`config.mk`:
```
export PLATFORM = sky130hd
export DESIGN_NAME = output64
export DESIGN_NICKNAME = d
export VERILOG_FILES = /design/src/rtl/output64.sv
export SDC_FILE = /design/constraint.sdc
export NUM_CORES = 1
export LEC_CHECK = 0
export BUFFER_PORTS_ARGS = -buffer_cell sky130_fd_sc_hd__buf_2
export CAP_MARGIN = 10
export CORE_MARGIN = 3
export CORE_UTILIZATION = 50
export CTS_CLUSTER_DIAMETER = 120
export CTS_CLUSTER_SIZE = 28
export DETAILED_ROUTE_END_ITERATION = 6
export GPL_ROUTABILITY_DRIVEN = 0
export PLACE_DENSITY_LB_ADDON = 0.08
export SETUP_SLACK_MARGIN = 0.1
export SYNTH_ARGS = -nofsm -noshare
export SYNTH_HDL_FRONTEND = slang
export SYNTH_SLANG_ARGS = --single-unit
```
`constraint.sdc`:
```
create_clock -name clk -period 2.2 [get_ports clk]
set_input_delay 0.55 -clock clk [delete_from_list [all_inputs] [get_ports clk]]
set_output_delay 0.55 -clock clk [all_outputs]
set_load 0.005 [all_outputs]
```
`src/rtl/output64.sv`:
```
`default_nettype none
// ============================================================================
// Module      : output64
// Description : 64-bit word to UART transmitter. Accepts one word over a
//               valid/ready handshake and sends it as eight 8N1 frames,
//               most-significant byte first and each byte LSB first. Optional
//               idle gap after every stop bit (GAP_BITS). Defining the macro
//               OUTPUT64_HEADER_EN prepends one 0xFF sync frame to each word.
// Revision    : 1.0 - initial release
// ============================================================================
module output64 #(
    parameter int CLK_HZ   = 50000000,
    parameter int BIT_RATE = 9600,
    parameter int GAP_BITS = 0
) (
    input  logic        clk,
    input  logic        resetn,
    input  logic [63:0] data_in,
    input  logic        data_valid,
    output logic        data_ready,
    output logic        uart_txd,
    output logic        busy,
    output logic        done,
    output logic [2:0]  fsm_state,
    output logic [3:0]  byteCnt
);

    localparam int c_CYCLES_PER_BIT = CLK_HZ / BIT_RATE;
    localparam int c_GAP_CYCLES     = GAP_BITS * c_CYCLES_PER_BIT;
    localparam int c_TMR_MAX        = (c_GAP_CYCLES > c_CYCLES_PER_BIT) ?
                                      c_GAP_CYCLES : c_CYCLES_PER_BIT;
    localparam int c_TMR_W          = (c_TMR_MAX > 1) ? $clog2(c_TMR_MAX) : 1;

    localparam logic [c_TMR_W-1:0] c_BIT_LAST = c_TMR_W'(c_CYCLES_PER_BIT - 1);
    localparam logic [c_TMR_W-1:0] c_GAP_LAST =
        c_TMR_W'((GAP_BITS > 0) ? (c_GAP_CYCLES - 1) : 0);
    localparam logic               c_GAP_EN   = 1'(GAP_BITS > 0);
    localparam logic [7:0]         c_SYNC_BYTE = 8'hFF;

`ifdef OUTPUT64_HEADER_EN
    localparam logic       c_HDR_EN = 1'b1;
    localparam logic [3:0] c_FRAMES = 4'd9;
`else
    localparam logic       c_HDR_EN = 1'b0;
    localparam logic [3:0] c_FRAMES = 4'd8;
`endif

    typedef enum logic [2:0] {
        S_IDLE   = 3'd0,
        S_HEADER = 3'd1,
        S_START  = 3'd2,
        S_DATA   = 3'd3,
        S_STOP   = 3'd4,
        S_GAP    = 3'd5,
        S_DONE   = 3'd6
    } state_t;

    state_t               r_state;
    logic [c_TMR_W-1:0]   r_timer;
    logic [2:0]           r_bit;
    logic [63:0]          r_shift;
    logic [3:0]           r_cnt;
    logic                 r_hdr;     // frame in flight is the sync header
    logic                 r_pre;     // first cycle after acceptance, line still idle
    logic                 r_txd;

    state_t               w_state_next;
    logic [c_TMR_W-1:0]   w_timer_next;
    logic [2:0]           w_bit_next;
    logic [63:0]          w_shift_next;
    logic [3:0]           w_cnt_next;
    logic                 w_hdr_next;
    logic                 w_pre_next;
    logic                 w_txd_next;
    logic                 w_bit_end;
    logic                 w_gap_end;
    logic                 w_last_byte;
    logic                 w_all_sent;
    logic [7:0]           w_tx_byte;

    // Next-state, datapath updates and the line value for the coming cycle.
    // The line is registered from next-state values so it changes exactly on
    // state boundaries; the one-cycle r_pre step delays the start bit to the
    // edge after acceptance.
    always_comb begin
        w_state_next = r_state;
        w_timer_next = r_timer;
        w_bit_next   = r_bit;
        w_shift_next = r_shift;
        w_cnt_next   = r_cnt;
        w_hdr_next   = r_hdr;
        w_pre_next   = 1'b0;
        w_txd_next   = 1'b1;
        w_tx_byte    = 8'h00;
        w_bit_end    = (r_timer == c_BIT_LAST);
        w_gap_end    = (r_timer == c_GAP_LAST);
        w_last_byte  = ((r_cnt + 4'd1) == c_FRAMES);
        w_all_sent   = (r_cnt == c_FRAMES);

        case (r_state)
            S_IDLE: begin
                w_timer_next = '0;
                w_bit_next   = '0;
                if (data_valid) begin
                    w_shift_next = data_in;
                    w_cnt_next   = 4'd0;
                    w_pre_next   = 1'b1;
                    w_hdr_next   = c_HDR_EN;
                    w_state_next = c_HDR_EN ? S_HEADER : S_START;
                end
            end
            S_HEADER, S_START: begin
                if (r_pre) begin
                    w_timer_next = '0;
                end else if (w_bit_end) begin
                    w_timer_next = '0;
                    w_bit_next   = 3'd0;
                    w_state_next = S_DATA;
                end else begin
                    w_timer_next = r_timer + c_TMR_W'(1);
                end
            end
            S_DATA: begin
                if (w_bit_end) begin
                    w_timer_next = '0;
                    if (r_bit == 3'd7) begin
                        w_state_next = S_STOP;
                    end else begin
                        w_bit_next = r_bit + 3'd1;
                    end
                end else begin
                    w_timer_next = r_timer + c_TMR_W'(1);
                end
            end
            S_STOP: begin
                if (w_bit_end) begin
                    w_timer_next = '0;
                    w_cnt_next   = r_cnt + 4'd1;
                    w_hdr_next   = 1'b0;
                    // The sync byte never occupied the shift register.
                    if (!r_hdr) begin
                        w_shift_next = {r_shift[55:0], 8'h00};
                    end
                    if (c_GAP_EN) begin
                        w_state_next = S_GAP;
                    end else if (w_last_byte) begin
                        w_state_next = S_DONE;
                    end else begin
                        w_state_next = S_START;
                    end
                end else begin
                    w_timer_next = r_timer + c_TMR_W'(1);
                end
            end
            S_GAP: begin
                if (w_gap_end) begin
                    w_timer_next = '0;
                    w_state_next = w_all_sent ? S_DONE : S_START;
                end else begin
                    w_timer_next = r_timer + c_TMR_W'(1);
                end
            end
            S_DONE: begin
                w_timer_next = '0;
                w_state_next = S_IDLE;
            end
            default: begin
                w_timer_next = '0;
                w_bit_next   = '0;
                w_state_next = S_IDLE;
            end
        endcase

        w_tx_byte = w_hdr_next ? c_SYNC_BYTE : w_shift_next[63:56];
        case (w_state_next)
            S_HEADER, S_START: w_txd_next = w_pre_next;
            S_DATA:            w_txd_next = w_tx_byte[w_bit_next];
            default:           w_txd_next = 1'b1;
        endcase
    end

    // State, timers, shift register and the registered TX line.
    always_ff @(posedge clk) begin
        if (!resetn) begin
            r_state <= S_IDLE;
            r_timer <= '0;
            r_bit   <= 3'd0;
            r_shift <= 64'd0;
            r_cnt   <= 4'd0;
            r_hdr   <= 1'b0;
            r_pre   <= 1'b0;
            r_txd   <= 1'b1;
        end else begin
            r_state <= w_state_next;
            r_timer <= w_timer_next;
            r_bit   <= w_bit_next;
            r_shift <= w_shift_next;
            r_cnt   <= w_cnt_next;
            r_hdr   <= w_hdr_next;
            r_pre   <= w_pre_next;
            r_txd   <= w_txd_next;
        end
    end

    assign data_ready = (r_state == S_IDLE);
    assign busy       = (r_state != S_IDLE);
    assign done       = (r_state == S_DONE);
    assign fsm_state  = r_state;
    assign byteCnt    = r_cnt;
    assign uart_txd   = r_txd;

endmodule
`default_nettype wire

```
# Word-level counts from Yosys, hierarchy flattened

Index checks and enable logic that the tools add are counted.

Eq/ne operators: 16
Add/subtract/negate cells: 3
Multiplexer cells: 35
Reduce and logical (&&, ||, !) cells: 10
$lt $le $gt $ge: 1

Operators by type and width:

| cell                  | number |
|---|---|
| $mux 64               | 3 |
| $pmux 64 s2           | 1 |
| $mux 13               | 3 |
| $mux 3                | 13 |
| $pmux 13 s3           | 1 |
| $pmux 3 s5            | 1 |
| $add 13x1->13 const B | 1 |
| $eq 13x13->1 const B  | 1 |
| $logic_not 13->1      | 1 |
| $eq 3x2->1 const B    | 4 |
| $eq 3x3->1 const B    | 4 |
| $pmux 3 s3            | 1 |
| $eq 4x4->1 const B    | 2 |
| $mux 4                | 2 |
| $mux 8                | 1 |
| $pmux 4 s2            | 1 |
| $eq 3x1->1 const B    | 2 |
| $ne 2x2->1 const B    | 3 |
| $reduce_or 2->1       | 3 |
| $mux 1                | 5 |
| $add 4x1->4 const B   | 1 |
| $lt 3x4->1 const B    | 1 |
| $pmux 1 s2            | 2 |
| $reduce_and 4->1      | 1 |
| other kinds (7)       | 7 |

Bits in registers: 90
Bits of input ports: 67
Word-level logic and storage cells: 74
Output and inout port bits: 11

# Logic depth before layout (Yosys ltp)

Depth after elaboration: 8
Depth in mapped cells: 10
Mapped depth without buffers: 8

# Least setup slack after synthesis

Ideal clock, no wire load.

Kind: register to register
Start point: register r_timer[0]
End point: register r_txd (netlist: uart_txd)
Data arrival time: 2.122 ns
Clock period less this slack: 2.251 ns
Stages on the path, launching flop included: 11
Path buffers: 2
Library setup time: 0.129 ns
Slack: -0.051 ns
Data required time: 2.071 ns
Cell sequence: dfxtp_1 > ha_1 > and2_0 > clkbuf_4 > and4_1 > buf_4 > a31oi_1 > o21ai_2 > a211o_1 > a2111oi_2 > a31oi_1

Cells in the longest elaborated chain, start to end: 7
Elaborated cells between the ends (all ways): 24
Those cells by class: 4 x eq/ne; 18 x mux; 2 x reduce/logical

RTL lines:

| item                                                            | RTL line | RTL |
|---|---|---|
| start: declaration                                              | 59       | `logic [c_TMR_W-1:0] r_timer;` |
| start signal: assignment                                        | 195      | `r_timer <= w_timer_next;` |
| $eq 13x13->1                                                    | 95       | `w_bit_end = (r_timer == c_BIT_LAST);` |
| $mux 3, or another cell as far along                            | 115      | `end else if (w_bit_end) begin` |
| $mux 3, or another cell as far along                            | 113      | `if (r_pre) begin` |
| $pmux 3 s3, or another cell as far along                        | 100      | `case (r_state)` |
| $bmux 1 s3, or another cell as far along                        | 177      | `S_DATA: w_txd_next = w_tx_byte[w_bit_next];` |
| $mux 1 (not written as such) or $reduce_or 2->1 (tied branches) | 177, 175 |  |
| $pmux 1 s2 (*)                                                  | 175      | `case (w_state_next)` |
| end signal: assignment                                          | 201      | `r_txd <= w_txd_next;` |
| end: declaration                                                | 65       | `logic r_txd;` |

Every way passes the cells marked *; elsewhere a longest branch is shown, timed or not. The select of a mux whose other input is x is not followed.
A chain may end at the register's enable or synchronous reset.

# Worst setup path in the final report

Start point: register r_timer[12]
End point: register r_txd (netlist: uart_txd)

Same word-level chain as after synthesis.

==> results.md <==
- Utilization after layout: 65.3%
- Post-synth EDFFs: 0
- Setup ws final: 20.3 ps
- Final hold vios: 0
- CTS tree: yes
- Die span in x: 99.8 um
- Tmin final: 2180 ps
- Synthesized net count: 578
- Outcome: finished, final reports clean
- Critical Path AT: 2420 ps
- Worst Setup SP: r_timer[12]
- DR pass1 iterations: 5
- I/O Buffers: 77
- Worst-Skew Late Latency: 350 ps
- Drt via density: 5.65
- Initial core utilization: 52.5%
- Type of origin of the critical path: register
- Largest net degree at the start of global routing: 42
- Max Cap Viol: 0
- Congestion Overflow GR: 0
- Static Leak: 2.15 nW
- Synth area leaders: dfxtp_1 41%, a21boi_0 9.6%, a22oi_1 8.7%
- Worst r2r path cells: 8
- Hold Path Stages: 3
- Skew final: 7.53 ps
- Power per standard cell area: 595 nW/um^2
- VDD IR-drop max: 359 uV
- Main synth FF type: dfxtp_1
- Drt wl/cell: 15.7 um
- FMAX: 459 MHz
- Via count: 4,041
- Final non-filler cell total: 715
- RSZ-0062 raised after global routing: yes
- All-Layer GR Usage: 23.0%
- DRT iter0 DRCs: 246
- Leading area contributor after synthesis: dfxtp_1
- CORE AREA: 8380 um^2
- Area Overhead vs Synth: 24.5%
- Pre-CTS WS: -124 ps
- First-pass GRT wire length: 18,600 um
- CP max FO: 6
- CP top delay family: simple AND/OR/NAND/NOR gates
- Layout cells sized above 1: 29.7%
- Antenna Cells: 0
- Total Wirelength: 11,200 um
- CTS buffer count: 9
- Commonest cells in the netlist: 90 x dfxtp_1, 81 x nand2_1, 56 x a21boi_0
- Synthesized cell area: 4400 um^2
- Critical Setup Path Class: reg2reg
- R2R Path Start: r_timer[12]
- Dpl cells: 693
- Synth Register Bits: 90
- Synthesis Warnings: 0
- Mean Syn Cell Area: 8.71 um^2
- Post-Synthesis Cells: 505
- CP max stage cell: a211oi_4
- Root buffer cell: clkbuf_8
- Top-count cell post-synth: dfxtp_1
- Fin Hold WS: 435 ps
- CP required: 2440 ps
- Cells along the critical path: and4_2 > and4_1 > buf_4 > a221oi_4 > a211oi_4 > a211oi_2 > nor3_1 > a31oi_1
- # setup viols final: 0
- Share of the yosys chip area belonging to registers: 40.9%
- Clock-pin slew on the worst setup and hold paths: 90 ps
- Slew Limit Fails: 0
- H-tree Lvls: 3
- Slew HR: 71.2%
- Die height: 99.8 um
- Antenna violations before repair: 0
- Worst Setup End Kind: register
- Slowest cell delay on critical path: 340 ps
- Top-area cell type share of the netlist area: 40.9%
- Final total power: 0.00326 W
- Die area: 9960 um^2
- Post-layout net count: 678
- Num rows: 33
- Clock Path Buffers: 2
- Worst path bufs/invs: 1
- Io pins: 78
- Clock Sink Count: 90
- Worst Hold End: r_shift[7]
- ANT nets after route: 0
- Post-DP HPWL: 8030 um
- Hold Startpoint: data_in[7]
- Slew of the pin with the lowest slew margin: 428 ps
- R2R Path End: uart_txd
- Asr flop ratio synth: 0%
- DRC: 0
- Unique masters post-synth: 66
- Reg2reg setup slack: 20 ps
- Hold WC Path Type: in2reg
- Vias in the first global route: 3,922
- Period utilization: 99.1%
state kept, by name, indices dropped and copies added (netlist names):
register   flops
r_pre          1
r_bit          3
r_hdr          1
r_shift       64
fsm_state      3
r_timer       13
uart_txd       1
byteCnt        4
per-stage QoR:
stage	instance area, um^2	setup TNS, ps
6_report	5480	0
5_1_grt	5480	-104
4_1_cts	5390	-22.0
3_5_place_dp	5090	-132
3_3_place_gp	5090	0
2_1_floorplan	4450	0
kinds of logic (layout without fill, tap and decap cells):
kind of cell             count (synthesis)  in the layout  share of synthesized area (%)
flip-flops                              90             90                           40.9
multiplexers                             2              2                          0.455
adder cells (fa/ha/maj)                  7              7                           1.93
XOR/XNOR                                13             13                           2.59
AO/OA/AOI/OAI                          163            163                           27.4
buffers and inverters                   44            149                           5.60
AND/OR/NAND/NOR                        186            186                           21.0
cells in the final DEF (no fill, tap or decap), drive strengths merged, types with 2 or more instances in the layout:
| cell | n |
|---|---|
| buf | 124 |
| dfxtp | 90 |
| nand2 | 81 |
| a21boi | 56 |
| a22oi | 51 |
| nor2 | 35 |
| nand3 | 18 |
| o21ai | 16 |
| and2 | 13 |
| inv | 11 |
| nor2b | 10 |
| clkbuf | 10 |
| xor2 | 8 |
| a21oi | 8 |
| ha | 6 |
| xnor2 | 5 |
| and3 | 5 |
| a31oi | 5 |
| a221oi | 5 |
| nand4 | 4 |
| and4 | 4 |
| nor3 | 3 |
| a211oi | 3 |
| and3b | 2 |
| nor4b | 2 |
| a211o | 2 |
| o2111ai | 2 |
| o211ai | 2 |
| clkinv | 2 |
| nor4 | 2 |
| a41o | 2 |
| mux2i | 2 |
power by group:
| part | switching (W) | internal [W] | leakage [nW] | total, W |
|---|---|---|---|---|
| logic | 0.000192 | 0.000185 | 1.31 | 0.000377 |
| clock network | 0.000602 | 0.000531 | 0.0971 | 0.00113 |
| registers | 0.0000478 | 0.00170 | 0.739 | 0.00175 |
worst reg2reg max path, cell delays in order, from the launching register on:
cell      delay, ps
dfxtp_1         330
and4_2          320
and4_1          310
buf_4           190
a221oi_4        100
a211oi_4        340
a211oi_2         80
nor3_1          270
a31oi_1         120
what timing repair did:
| action | 4_1_cts | 5_1_grt |
|---|---|---|
| pin swaps | 4 | 7 |
| hold endpoints to repair | 0 | 0 |
| gates resized for setup | 11 | 18 |
| endpoints found under the setup margin | 24 | 13 |
| cloned | 0 | 0 |
| hold buffers | 0 | 0 |
| buffers inserted | 6 | 0 |
worst max-delay path by stage:
stage / end / cells past startpoint / slack, ps
2_1_floorplan: uart_txd / 8 / 30
3_3_place_gp: uart_txd / 9 / 20
3_5_place_dp: uart_txd / 10 / -120
4_1_cts: uart_txd / 8 / -20
5_1_grt: uart_txd / 10 / -100
6_report: uart_txd / 8 / 20
per-layer routing:
metal  global-route usage [%]  vias up  share of wire, %
li1                         -     2018                 -
met1                     31.6     1887                45
met2                     37.4      117                47
met3                     5.07       19               6.5
met4                     4.73        0               1.5
met5                        0        -                 0
cell type report:
cell class	count	area, um^2
Multi-Input combinational cell	371	2520
Inverter	9	33.8
Timing Repair Buffer	124	787
Sequential cell	90	1810
Fill cell	713	2910
Clock buffer	10	128
Tap cell	105	131
Clock inverter	6	65.1
No activity file was read; power rests on OpenSTA's default activity.
